$ cat src/rtl/neural_unit_sequencer.sv
`default_nettype none
// =============================================================================
// neural_unit_sequencer : per-layer weight load / trigger / capture controller
// Rev 1.0 - initial release
// =============================================================================
module neural_unit_sequencer #(
   parameter int NUM_LAYERS    = 2,
   parameter int SETTLE_CYCLES = 2,
   parameter int TIMEOUT       = 255
) (
   input  logic                  clk,
   input  logic                  reset,
   input  logic                  start,
   input  logic [NUM_LAYERS-1:0] act_mask,
   input  logic                  w_valid,
   input  logic [7:0]            w_data,
   output logic                  w_ready,
   output logic [7:0]            nu_weight,
   output logic [1:0]            nu_address,
   output logic                  nu_write,
   output logic                  nu_sum_trigger,
   output logic                  nu_layer_sel,
   output logic                  nu_activate,
   input  logic [31:0]           nu_layer_out,
   input  logic                  nu_layer_done,
   output logic                  result_valid,
   output logic [31:0]           result_data,
   output logic [3:0]            result_layer,
   output logic                  busy,
   output logic                  error
);

   localparam logic [3:0]  LAST_LAYER   = 4'(NUM_LAYERS - 1);
   localparam logic [15:0] SETTLE_LAST  = 16'(SETTLE_CYCLES - 1);
   localparam logic [15:0] TIMEOUT_LAST = 16'(TIMEOUT - 1);

   typedef enum logic [2:0] {
      S_IDLE   = 3'd0,
      S_LOAD   = 3'd1,
      S_SETTLE = 3'd2,
      S_TRIG   = 3'd3,
      S_WAIT   = 3'd4,
      S_NEXT   = 3'd5
   } state_t;

   state_t                state_q,  state_d;
   logic [NUM_LAYERS-1:0] mask_q,   mask_d;
   logic [3:0]            layer_q,  layer_d;
   logic [1:0]            widx_q,   widx_d;
   logic [15:0]           timer_q,  timer_d;
   logic [7:0]            weight_q, weight_d;
   logic [1:0]            addr_q,   addr_d;
   logic                  write_q,  write_d;
   logic                  rvalid_q, rvalid_d;
   logic [31:0]           rdata_q,  rdata_d;
   logic [3:0]            rlayer_q, rlayer_d;
   logic                  error_q,  error_d;
   logic [NUM_LAYERS-1:0] mask_shift;

   always_ff @(posedge clk or posedge reset) begin
      if (reset) begin
         state_q  <= S_IDLE;
         mask_q   <= '0;
         layer_q  <= '0;
         widx_q   <= '0;
         timer_q  <= '0;
         weight_q <= '0;
         addr_q   <= '0;
         write_q  <= 1'b0;
         rvalid_q <= 1'b0;
         rdata_q  <= '0;
         rlayer_q <= '0;
         error_q  <= 1'b0;
      end else begin
         state_q  <= state_d;
         mask_q   <= mask_d;
         layer_q  <= layer_d;
         widx_q   <= widx_d;
         timer_q  <= timer_d;
         weight_q <= weight_d;
         addr_q   <= addr_d;
         write_q  <= write_d;
         rvalid_q <= rvalid_d;
         rdata_q  <= rdata_d;
         rlayer_q <= rlayer_d;
         error_q  <= error_d;
      end
   end

   always_comb begin
      state_d  = state_q;
      mask_d   = mask_q;
      layer_d  = layer_q;
      widx_d   = widx_q;
      timer_d  = timer_q;
      weight_d = weight_q;
      addr_d   = addr_q;
      write_d  = 1'b0;
      rvalid_d = 1'b0;
      rdata_d  = rdata_q;
      rlayer_d = rlayer_q;
      error_d  = error_q;
      case (state_q)
         S_IDLE: begin
            if (start) begin
               state_d = S_LOAD;
               mask_d  = act_mask;
               layer_d = '0;
               widx_d  = '0;
               error_d = 1'b0;
            end
         end
         S_LOAD: begin
            // The write strobe for the fourth weight lands in the first SETTLE cycle.
            if (w_valid) begin
               weight_d = w_data;
               addr_d   = widx_q;
               write_d  = 1'b1;
               widx_d   = widx_q + 2'd1;
               if (widx_q == 2'd3) begin
                  state_d = S_SETTLE;
                  timer_d = '0;
               end
            end
         end
         S_SETTLE: begin
            if (timer_q == SETTLE_LAST) begin
               state_d = S_TRIG;
            end else begin
               timer_d = timer_q + 16'd1;
            end
         end
         S_TRIG: begin
            state_d = S_WAIT;
            timer_d = '0;
         end
         S_WAIT: begin
            // Done wins over a timeout landing in the same cycle.
            if (nu_layer_done) begin
               rdata_d  = nu_layer_out;
               rlayer_d = layer_q;
               rvalid_d = 1'b1;
               state_d  = S_NEXT;
            end else if (timer_q == TIMEOUT_LAST) begin
               error_d = 1'b1;
               state_d = S_IDLE;
            end else if (timer_q != 16'hFFFF) begin
               timer_d = timer_q + 16'd1;
            end
         end
         S_NEXT: begin
            if (layer_q == LAST_LAYER) begin
               state_d = S_IDLE;
            end else begin
               layer_d = layer_q + 4'd1;
               widx_d  = '0;
               state_d = S_LOAD;
            end
         end
         default: state_d = S_IDLE;
      endcase
   end

   assign mask_shift     = mask_q >> layer_q;
   assign busy           = (state_q != S_IDLE);
   assign w_ready        = (state_q == S_LOAD);
   assign nu_sum_trigger = (state_q == S_TRIG);
   assign nu_activate    = (state_q == S_WAIT);
   assign nu_layer_sel   = busy & mask_shift[0];
   assign nu_weight      = weight_q;
   assign nu_address     = addr_q;
   assign nu_write       = write_q;
   assign result_valid   = rvalid_q;
   assign result_data    = rdata_q;
   assign result_layer   = rlayer_q;
   assign error          = error_q;

endmodule
`default_nettype wire

$ cat config.mk
export PLATFORM = sky130hd
export DESIGN_NAME = neural_unit_sequencer
export DESIGN_NICKNAME = d
export VERILOG_FILES = /design/src/rtl/neural_unit_sequencer.sv
export SDC_FILE = /design/constraint.sdc
export NUM_CORES = 1
export LEC_CHECK = 0
export CAP_MARGIN = 10
export CORE_ASPECT_RATIO = 2
export CORE_UTILIZATION = 49
export CTS_BUF_LIST = sky130_fd_sc_hd__clkbuf_2
export DETAILED_ROUTE_END_ITERATION = 6
export GPL_TIMING_DRIVEN = 0
export PLACE_DENSITY = 0.84
export SYNTH_ARGS = -nofsm -noshare
export SYNTH_HDL_FRONTEND = slang
export SYNTH_SLANG_ARGS = --single-unit
$ cat constraint.sdc
create_clock -name clk -period 3.4 [get_ports clk]
set_input_delay 0.68 -clock clk [delete_from_list [all_inputs] [get_ports clk]]
set_output_delay 0.68 -clock clk [all_outputs]
set_load 0.03 [all_outputs]
==> flow_metrics.tcl, run 1 <==
set metrics [dict create \
    status "complete, no violations" \
    wl_per_cell_um 16.5 \
    tightest_slew_ns 0.518 \
    synth-compound-area-share_pct 11.9 \
    hold_viol_final 0 \
    maxSlewViolCount 0 \
    ir_worst_vdd_mv 0.364 \
    crit_chain "clkbuf_1 > nor3b_1 > clkdlybuf4s50_1" \
    initial_core_util_pct 50.4 \
    yosysSeqAreaShare_pct 54.4 \
    max_freq_mhz 316 \
    period_share_pct 93.0 \
    synthFlopType "dfrtp_1" \
    synth_top_family_by_area "multiplexers" \
    core_mm2 0.00694 \
    synth_area_per_cell_um2 11.7 \
    synth_edf_count 0 \
    dr_wl_met3_um 344 \
    cts-root-buf "clkbuf_2" \
    gp_congestion 0.897 \
    synthCells 298 \
    grt_max_degree 45 \
    wl_met1_um 2890 \
    syn_nets 351 \
    synth_fa_ha_area_share_pct 2.15 \
    finalWorstSetupSlack_ns 0.237 \
    crit_family "buffers and inverters" \
    via_count 2817 \
    antenna_left 0 \
    drtPass1Iterations 6 \
    num_rows 43 \
    cpPeakStageDelay_ns 0.74 \
    top_layer "met4" \
    route.met2.wl_um 4880 \
    period_minus_slack_ns 3.16 \
    routed_wirelength_um 8340 \
    portBuffers 100 \
    cts_tree "yes" \
    syn_area_mm2 0.00350 \
    async_flop_share_pct 100 \
    antenna_cells 0 \
    final_nets 463 \
    gr-total-overflow 0 \
    cts-resized-gates 0 \
    grt_pass1_wl_um 12800 \
    power_density_mw_per_mm2 905 \
    hold_slack_ns 0.465 \
    die_width_um 61.7 \
    rsz0062_at_grt "no" \
    dr.first_iter.drc_count 138 \
    die_area_mm2 0.00750 \
    cp-end-kind "output port" \
    hold_class "in2async" \
    synth_seq_cells 76 \
    synthToLayoutAreaGrowth_pct 37.8 \
    ios 101 \
    postCtsSetupBuffers 0 \
    crit_fanout 10 \
    post_drt_via_cell_ratio 5.58 \
    synth_xor_xnor_area_share_pct 0.250 \
    p_leak_nw 2.02 \
    route.detailed.drc 0 \
    required_ns 2.72 \
    final_area_mm2 0.00482 \
    relSlewSlack_pct 65.5 \
    muxShareOfSynthArea_pct 15.7 \
    die_y_um 121 \
    numCtsBuffers 9 \
    htree_levels 3 \
    clk-insertion-delay-late_ns 0.54 \
    slowest_stage "clkdlybuf4s50_1" \
    yosys.area_share.simple_pct 11.6 \
    yosys_warnings 0 \
    finalSetupViolCount 0 \
    clk_path_buf_depth 2 \
    postCtsHoldBufs 0 \
    dp_hpwl_um 6310 \
    synthDistinctLibCells 45 \
    grt_util_all_layers_pct 23.7 \
    crit_type "reg2out" \
    grt_pass1_vias 2792 \
    grt_antenna_before_repair 0 \
    path_buf_inv 2 \
    drive_above_1_share_pct 20.0 \
    postPlaceCellArea_mm2 0.00464 \
    cts.clk_slew.worst_paths_ns 0.20 \
    place_ws_ns 0.648 \
    critPathLaunchType "flip-flop" \
    cts_sinks 76 \
    finalClockSkew_ns 0.0296 \
    drv_cap 0 \
    arrival_ns 2.48 \
]
metal layers:
layer,GRT usage [%],vias to the layer above
met1,23.2,1395
met3,4.69,18
met5,0,-
met2,43.1,94
met4,13.1,0
li1,-,1310
logic make-up (layout without fill, tap and decap cells):
group	after synthesis	in the layout
multiplexers	49	49
adder cells (fa/ha/maj)	6	6
buffers and inverters	30	147
AO/OA/AOI/OAI	60	60
AND/OR/NAND/NOR	76	76
XOR/XNOR	1	1
flip-flops	76	76
placed cells by master, fill, tap and decap left out, types with 2 or more instances in the layout:
master,n
dfrtp_1,76
o31ai_2,2
o22ai_1,2
clkbuf_1,7
buf_2,8
a31oi_1,5
mux2_2,48
o21ai_0,12
inv_1,10
nor2b_1,3
nand3_1,12
nand2b_1,4
clkdlybuf4s50_1,100
a21oi_1,9
bufinv_16,4
nor3_1,6
o31ai_1,14
nor2_1,14
ha_1,6
o21ai_1,3
o41ai_1,6
buf_4,2
or4_1,4
nand2_1,14
nand4_1,6
clkbuf_2,11
or3_1,3
where the power goes:
group,switching (mW),internal [mW]
Clock,0.303,0.395
Combinational,1.23,0.997
Sequential,0.196,1.23
Total,1.73,2.63
through the flow:
| stage | util, % | power, mW | cells | setup TNS, ns |
|---|---|---|---|---|
| 2_1_floorplan | - | 2.79 | 298 | 0 |
| 3_3_place_gp | 66.4 | 3.61 | 488 | -30.32 |
| 3_5_place_dp | 66.9 | 3.69 | 489 | 0 |
| 4_1_cts | 69.4 | 4.38 | 505 | 0 |
| 5_1_grt | 69.4 | 4.59 | 505 | 0 |
| 6_report | 69.4 | 4.36 | 505 | 0 |
cell type report:
| cell class | instances | area [um^2] |
|---|---|---|
| plain buffers | 19 | 96.3 |
| clock buffers | 11 | 55.1 |
| clock inverters | 5 | 124 |
| fillers | 470 | 2120 |
| inverters | 11 | 43.8 |
| multi-input cells | 192 | 1460 |
| flip-flops and latches | 76 | 1900 |
| well taps | 90 | 113 |
| repair buffers | 101 | 1030 |
synthesized netlist by cell type (all sizes together), types with 7 or more instances:
cell type   n  area share, %
inv        11            1.2
o21ai      16            2.4
mux2       48             15
dfrtp      76             54
clkbuf      7           0.75
buf        12            2.0
o31ai      16            3.7
a21oi      10            1.8
nor2       14            1.5
nand2      14            1.5
nand3      12            1.7
state kept, by name (all words and copies together) (netlist names):
name and cells:
mask_q 2, result_layer 4, result_data 32, timer_q 16, nu_weight 8, nu_write 1
widx_q 2, state_q 3, nu_address 2, result_valid 1, layer_q 4, error 1
path summary, 6_finish.rpt:
check | from | to | slack [ns] | cells after the start
worst max-delay path | state_q[0]$_DFFE_PP0P_ | nu_sum_trigger | 0.24 | 3
worst max register to register | timer_q[12]$_DFFE_PP0P_ | timer_q[4]$_DFFE_PP0P_ | 0.73 | 7
worst min-delay path | reset | result_data[23]$_DFFE_PP0P_ | 0.47 | 2
max in group asynchronous | reset | result_data[16]$_DFFE_PP0P_ | 2.37 | 3
min in group clk | widx_q[0]$_DFFE_PP0P_ | widx_q[0]$_DFFE_PP0P_ | 0.52 | 1
worst min register to register | widx_q[0]$_DFFE_PP0P_ | widx_q[0]$_DFFE_PP0P_ | 0.52 | 1
Note: power is estimated with default switching activity, not from simulation.
==> inputs of run 2 (changes only) <==
--- a/config.mk
+++ b/config.mk
@@ -12,6 +12,7 @@
 export DETAILED_ROUTE_END_ITERATION = 6
 export GPL_TIMING_DRIVEN = 0
 export PLACE_DENSITY = 0.84
+export REMOVE_ABC_BUFFERS = 1
 export SYNTH_ARGS = -nofsm -noshare
 export SYNTH_HDL_FRONTEND = slang
 export SYNTH_SLANG_ARGS = --single-unit
==> flow_metrics.tcl, run 2 (synthesis gave the netlist of run 1 again) <==
set metrics [dict create \
    die_area_mm2 0.00750 \
    finalClockSkew_ns 0.0208 \
    ir_worst_vdd_mv 0.337 \
    grt_pass1_vias 2749 \
    grt_use_met2_pct 39.4 \
    place_inst 470 \
    grt_antenna_before_repair 1 \
    maxSlewViolCount 0 \
    endpoint "nu_activate" \
    critPathLaunchType "flip-flop" \
    worstSetupStartpoint "state_q[0]$_DFFE_PP0P_" \
    clk-insertion-delay-late_ns 0.52 \
    grt_max_degree 72 \
    post_drt_via_cell_ratio 5.53 \
    grt_util_all_layers_pct 22.9 \
    drv_cap 0 \
    routed_wirelength_um 7910 \
    cts.clk_slew.worst_paths_ns 0.18 \
    grt_pass1_wl_um 12500 \
    seq_power_share_pct 36.0 \
    num_rows 43 \
    dr.first_iter.drc_count 108 \
    arrival_ns 2.47 \
    fin_cells 487 \
    gr-total-overflow 0 \
    p_int_mw 2.36 \
    hold_class "in2async" \
    hold_slack_ns 0.384 \
    p_sw_mw 1.69 \
    cts_tree "yes" \
    gr-max-usage-layer "met2" \
    postCtsSetupBuffers 0 \
    cts_sinks 76 \
    nFillCells 503 \
    via_count 2692 \
    combPwrFrac_pct 52.7 \
    htree_levels 3 \
    met1_usage_pct 23.9 \
    r2r_start "timer_q[1]$_DFFE_PP0P_" \
    rr_endpoint "timer_q[15]$_DFFE_PP0P_" \
    crit_type "reg2out" \
    core_mm2 0.00694 \
    layout.area.seq_mm2 0.00190 \
    max_freq_mhz 317 \
    hold_viol_final 0 \
    dp_hpwl_um 5820 \
    finalSetupViolCount 0 \
    final_nets 444 \
    crit_fanout 16 \
    route.detailed.drc 0 \
    status "complete, no violations" \
    initial_core_util_pct 50.4 \
    wl_per_cell_um 16.2 \
    final_common_cell "clkdlybuf4s50_1" \
    largest_reg_flops 32 \
    switching_share_pct 41.8 \
    rsz0062_at_grt "no" \
    numCtsBuffers 9 \
    tightest_slew_ns 0.829 \
    period_share_pct 92.8 \
    ios 101 \
    relSlewSlack_pct 44.8 \
    power_density_mw_per_mm2 871 \
    antenna_left 0 \
    synthToLayoutAreaGrowth_pct 33.1 \
    postCtsHoldBufs 0 \
    worst-r2r-cell-count 7 \
    portBuffers 100 \
    cts-root-buf "clkbuf_2" \
    final_cell_mix "clkdlybuf4s50_1 (100), dfrtp_1 (76), mux2_2 (48)" \
    p_clk_share_pct 11.4 \
    multiInputGateArea_mm2 0.00146 \
    drtPass1Iterations 5 \
    die_y_um 121 \
    r2r_slack_ns 0.31 \
    p_leak_nw 1.92 \
    cts-resized-gates 0 \
    use_met3_pct 4.37 \
    clk_path_buf_depth 2 \
    die_width_um 61.7 \
    cp-end-kind "output port" \
    drive_above_1_share_pct 18.2 \
    required_ns 2.72 \
    period_minus_slack_ns 3.15 \
    gp_congestion 0.860 \
]
run 2: cell count changes in the layout (fill, tap and decap cells not counted), sizes merged:
cell,previous run,this run
clkinvlp,0,1
buf,13,1
diode,0,1
clkinv,1,4
bufinv,4,1
clkbuf,18,10
run 2: how the worst min path moves through the flow:
stage | end | slack (ns) | cells past startpoint
after floorplan | widx_q[0]$_DFFE_PP0P_ | 0.46 | 1
after global placement | error$_DFFE_PP0P_ | 0.47 | 1
after detailed placement | result_data[15]$_DFFE_PP0P_ | 0.49 | 1
after CTS | result_data[19]$_DFFE_PP0P_ | 0.36 | 2
after global routing | result_data[19]$_DFFE_PP0P_ | 0.32 | 2
final | result_data[19]$_DFFE_PP0P_ | 0.38 | 2
run 2: worst max-delay path, stage by stage, from the launching register on:
cell             delay [ns]
dfrtp_1                0.57
or3b_1                 0.57
inv_1                  0.13
clkdlybuf4s50_1        0.69
run 2: power groups by stage:
stage / logic, mW / clock network (mW) / registers (mW)
after floorplan: 0.731 / 0 / 2.01
after global placement: 2.11 / 0 / 1.46
after detailed placement: 2.15 / 0 / 1.48
after CTS: 2.15 / 0.477 / 1.46
after global routing: 2.28 / 0.518 / 1.51
final: 2.13 / 0.461 / 1.46
run 2: layout make-up:
class | instances | share of cell area (%)
Antenna cell | 1 | 0.0538
Multi-Input combinational cell | 192 | 31.4
Inverter | 11 | 0.941
Tap cell | 90 | 2.42
Clock inverter | 6 | 1.18
Clock buffer | 10 | 1.08
Sequential cell | 76 | 40.9
Timing Repair Buffer | 101 | 22.1
run 2: metal layers:
layer,part of all wire (%),vias up
met3,4.3,27
met4,4.6,0
met1,37,1291
met5,0,-
met2,54,96
li1,-,1278
run 2: metrics by stage:
step	util [%]	setup TNS (ns)	power (mW)	instance area, um^2	worst slack (ns)
finish	67.0	0	4.05	4650	0.245
global route	67.0	0	4.31	4650	0.0947
floorplan	-	0	2.74	3400	0.657
global placement	65.0	-27.06	3.56	4510	-0.363
detailed placement	65.5	0	3.63	4550	0.334
CTS	67.0	0	4.09	4650	0.231
==> inputs of run 3 (changes only) <==
--- a/config.mk
+++ b/config.mk
@@ -13,6 +13,7 @@
 export GPL_TIMING_DRIVEN = 0
 export PLACE_DENSITY = 0.84
 export REMOVE_ABC_BUFFERS = 1
+export SLEW_MARGIN = 5
 export SYNTH_ARGS = -nofsm -noshare
 export SYNTH_HDL_FRONTEND = slang
 export SYNTH_SLANG_ARGS = --single-unit
==> results of run 3 <==
The final DEF is identical to that of run 2; final timing and power are the same.
==> variant (config.mk and constraints of run 1) <==
Change the parameter `NUM_LAYERS` from 2 to 1.
--- a/src/rtl/neural_unit_sequencer.sv
+++ b/src/rtl/neural_unit_sequencer.sv
@@ -5,5 +5,5 @@
 // =============================================================================
 module neural_unit_sequencer #(
-   parameter int NUM_LAYERS    = 2,
+   parameter int NUM_LAYERS    = 1,
    parameter int SETTLE_CYCLES = 2,
    parameter int TIMEOUT       = 255
Ports: changed (resized act_mask); port bits go from 101 to 100. No check against the original RTL was run, so the function may have changed too.
==> variant against run 1 <==
  * Fmax is 1.9% lower
  * Via count is 2.0% higher
  * Synthesized area hardly changed
  * Worst setup slack worse by 0.061 ns
  * Wire length is 3.9% higher
  * Sequential cell count is 1 lower
  * Utilization is 0.84 points lower
  * Design area is 2.0% lower
  * Power is 15% lower
  * Critical path type unchanged
==> variant: results (changes against run 1) <==
| Metric | Value |
|---|---|
| Via count of the first global-routing pass | `2958 (+5.9%)` |
| Overall track demand over capacity in global routing | `0.250 (+0.0136)` |
| Maximum VDD drop | `338 uV (-7.1%)` |
| Worst skew pair latency | `0.52 ns (-0.02 ns)` |
| Routing usage on met1 | `0.256 (+0.0237)` |
| Number of antenna violations at the first check in global routing | `0 (unchanged)` |
| Met3 Routed Length | `584 um (+70%)` |
| Synth Net Count | `352 (+0.28%)` |
| Yosys warns | `0 (unchanged)` |
| Avg WL per Cell | `17.2 um (+4.1%)` |
| Outcome | `finished clean` |
| Met1 layer wirelength in the final routing | `2.96 mm (+2.4%)` |
| GPL Wtd Cong | `0.988 (+10%)` |
| Drt pass-1 iters | `7 (+1)` |
| Mapped Cells | `300 (+0.67%)` |
| LEAKAGE | `0.00201 uW (-0.74%)` |
| Maximum number of pins on one net before global-route repair | `59 (+31%)` |
| Post-DP HPWL | `6.68 mm (+5.9%)` |
| Vias | `2874 (+2.0%)` |
| Placed Cells incl. Taps | `490 (+0.20%)` |
| Clock skew after layout | `0.0201 ns (-0.00946 ns)` |
| Met2 usage in global routing | `0.433 (+0.00202)` |
| Most numerous cell types in the synthesized netlist | `75 x dfrtp_1, 38 x mux2_2, 19 x nor2_1` |
| Top cells by area in the synthesized netlist | `dfrtp_1 54%, mux2_2 12%, o31ai_1 3.7%` |
| Met2 wire length | `4.79 mm (-1.7%)` |
| Detailed router's first-iteration violation count | `84 (-39%)` |
| Layout cell share with drive strength beyond 1 | `0.167 (-0.0333)` |
| GRT met3 Usage | `0.0682 (+0.0213)` |
| Number of port buffers | `99 (-1.0%)` |
| Distinct cell type count after synthesis | `43 (-4.4%)` |
| Reg2Reg Launch Point | `timer_q[8]` |
| Routed wire length | `8.66 mm (+3.9%)` |
| Proportion of synthesized chip area in sequential cells | `0.537 (-0.00677)` |
| Slew of the pin with the lowest slew margin | `0.702 ns (+0.184 ns)` |
| Data arrival at the endpoint of the critical path | `2.54 ns (+0.06 ns)` |
| Slowest Stage Delay on Critical Path | `0.66 ns (-0.08 ns)` |
variant: path summary, 6_finish.rpt:
kind / endpoint / slack [ns] / depth (start not counted)
max: nu_layer_sel / 0.18 / 5
min: timer_q[8] / 0.42 / 2
max reg2reg: timer_q[3] / 0.81 / 8
min reg2reg: result_data[18] / 0.52 / 1
max in group asynchronous: result_data[15] / 2.42 / 3
min in group clk: result_data[18] / 0.52 / 1
variant: through the flow:
stage	utilization	total power, uW	cell area [um^2]	setup slack (ns)	TNS (ns)
2_1_floorplan	-	2490	3490	0.810	0
3_3_place_gp	0.668	3220	4600	-0.355	-26.19
3_5_place_dp	0.672	3290	4630	0.622	0
4_1_cts	0.686	3740	4720	0.122	0
5_1_grt	0.686	3930	4720	0.0155	0
6_report	0.686	3720	4720	0.176	0
variant: where the power goes:
group	switching [uW]	leakage [uW]	internal, uW
clock	295	0.0000651	161
combinational	1080	0.000975	854
sequential	158	0.000968	1170
total	1530	0.00201	2190
variant: area by class of cell:
| cell class | count | area, um^2 |
|---|---|---|
| fill | 540 | 2160 |
| sequential | 75 | 1880 |
| multi-input combinational | 198 | 1490 |
| timing repair buffer | 100 | 1020 |
| tap | 90 | 113 |
| buffer | 18 | 95.1 |
| clock buffer | 10 | 50.0 |
| clock inverter | 4 | 43.8 |
| inverter | 9 | 36.3 |
variant: logic make-up after synthesis:
family,Yosys count,synth area share
buf+inv,27,0.0362
mux,49,0.157
flops,75,0.537
simple gates,77,0.121
fa+ha+maj,6,0.0215
compound gates,66,0.127
variant: timing repair:
item | in CTS | in global routing
hold buffers | 0 | 0
setup endpoints to repair | 0 | 1
resized for setup | 0 | 4
endpoints found under the hold margin | 0 | 0
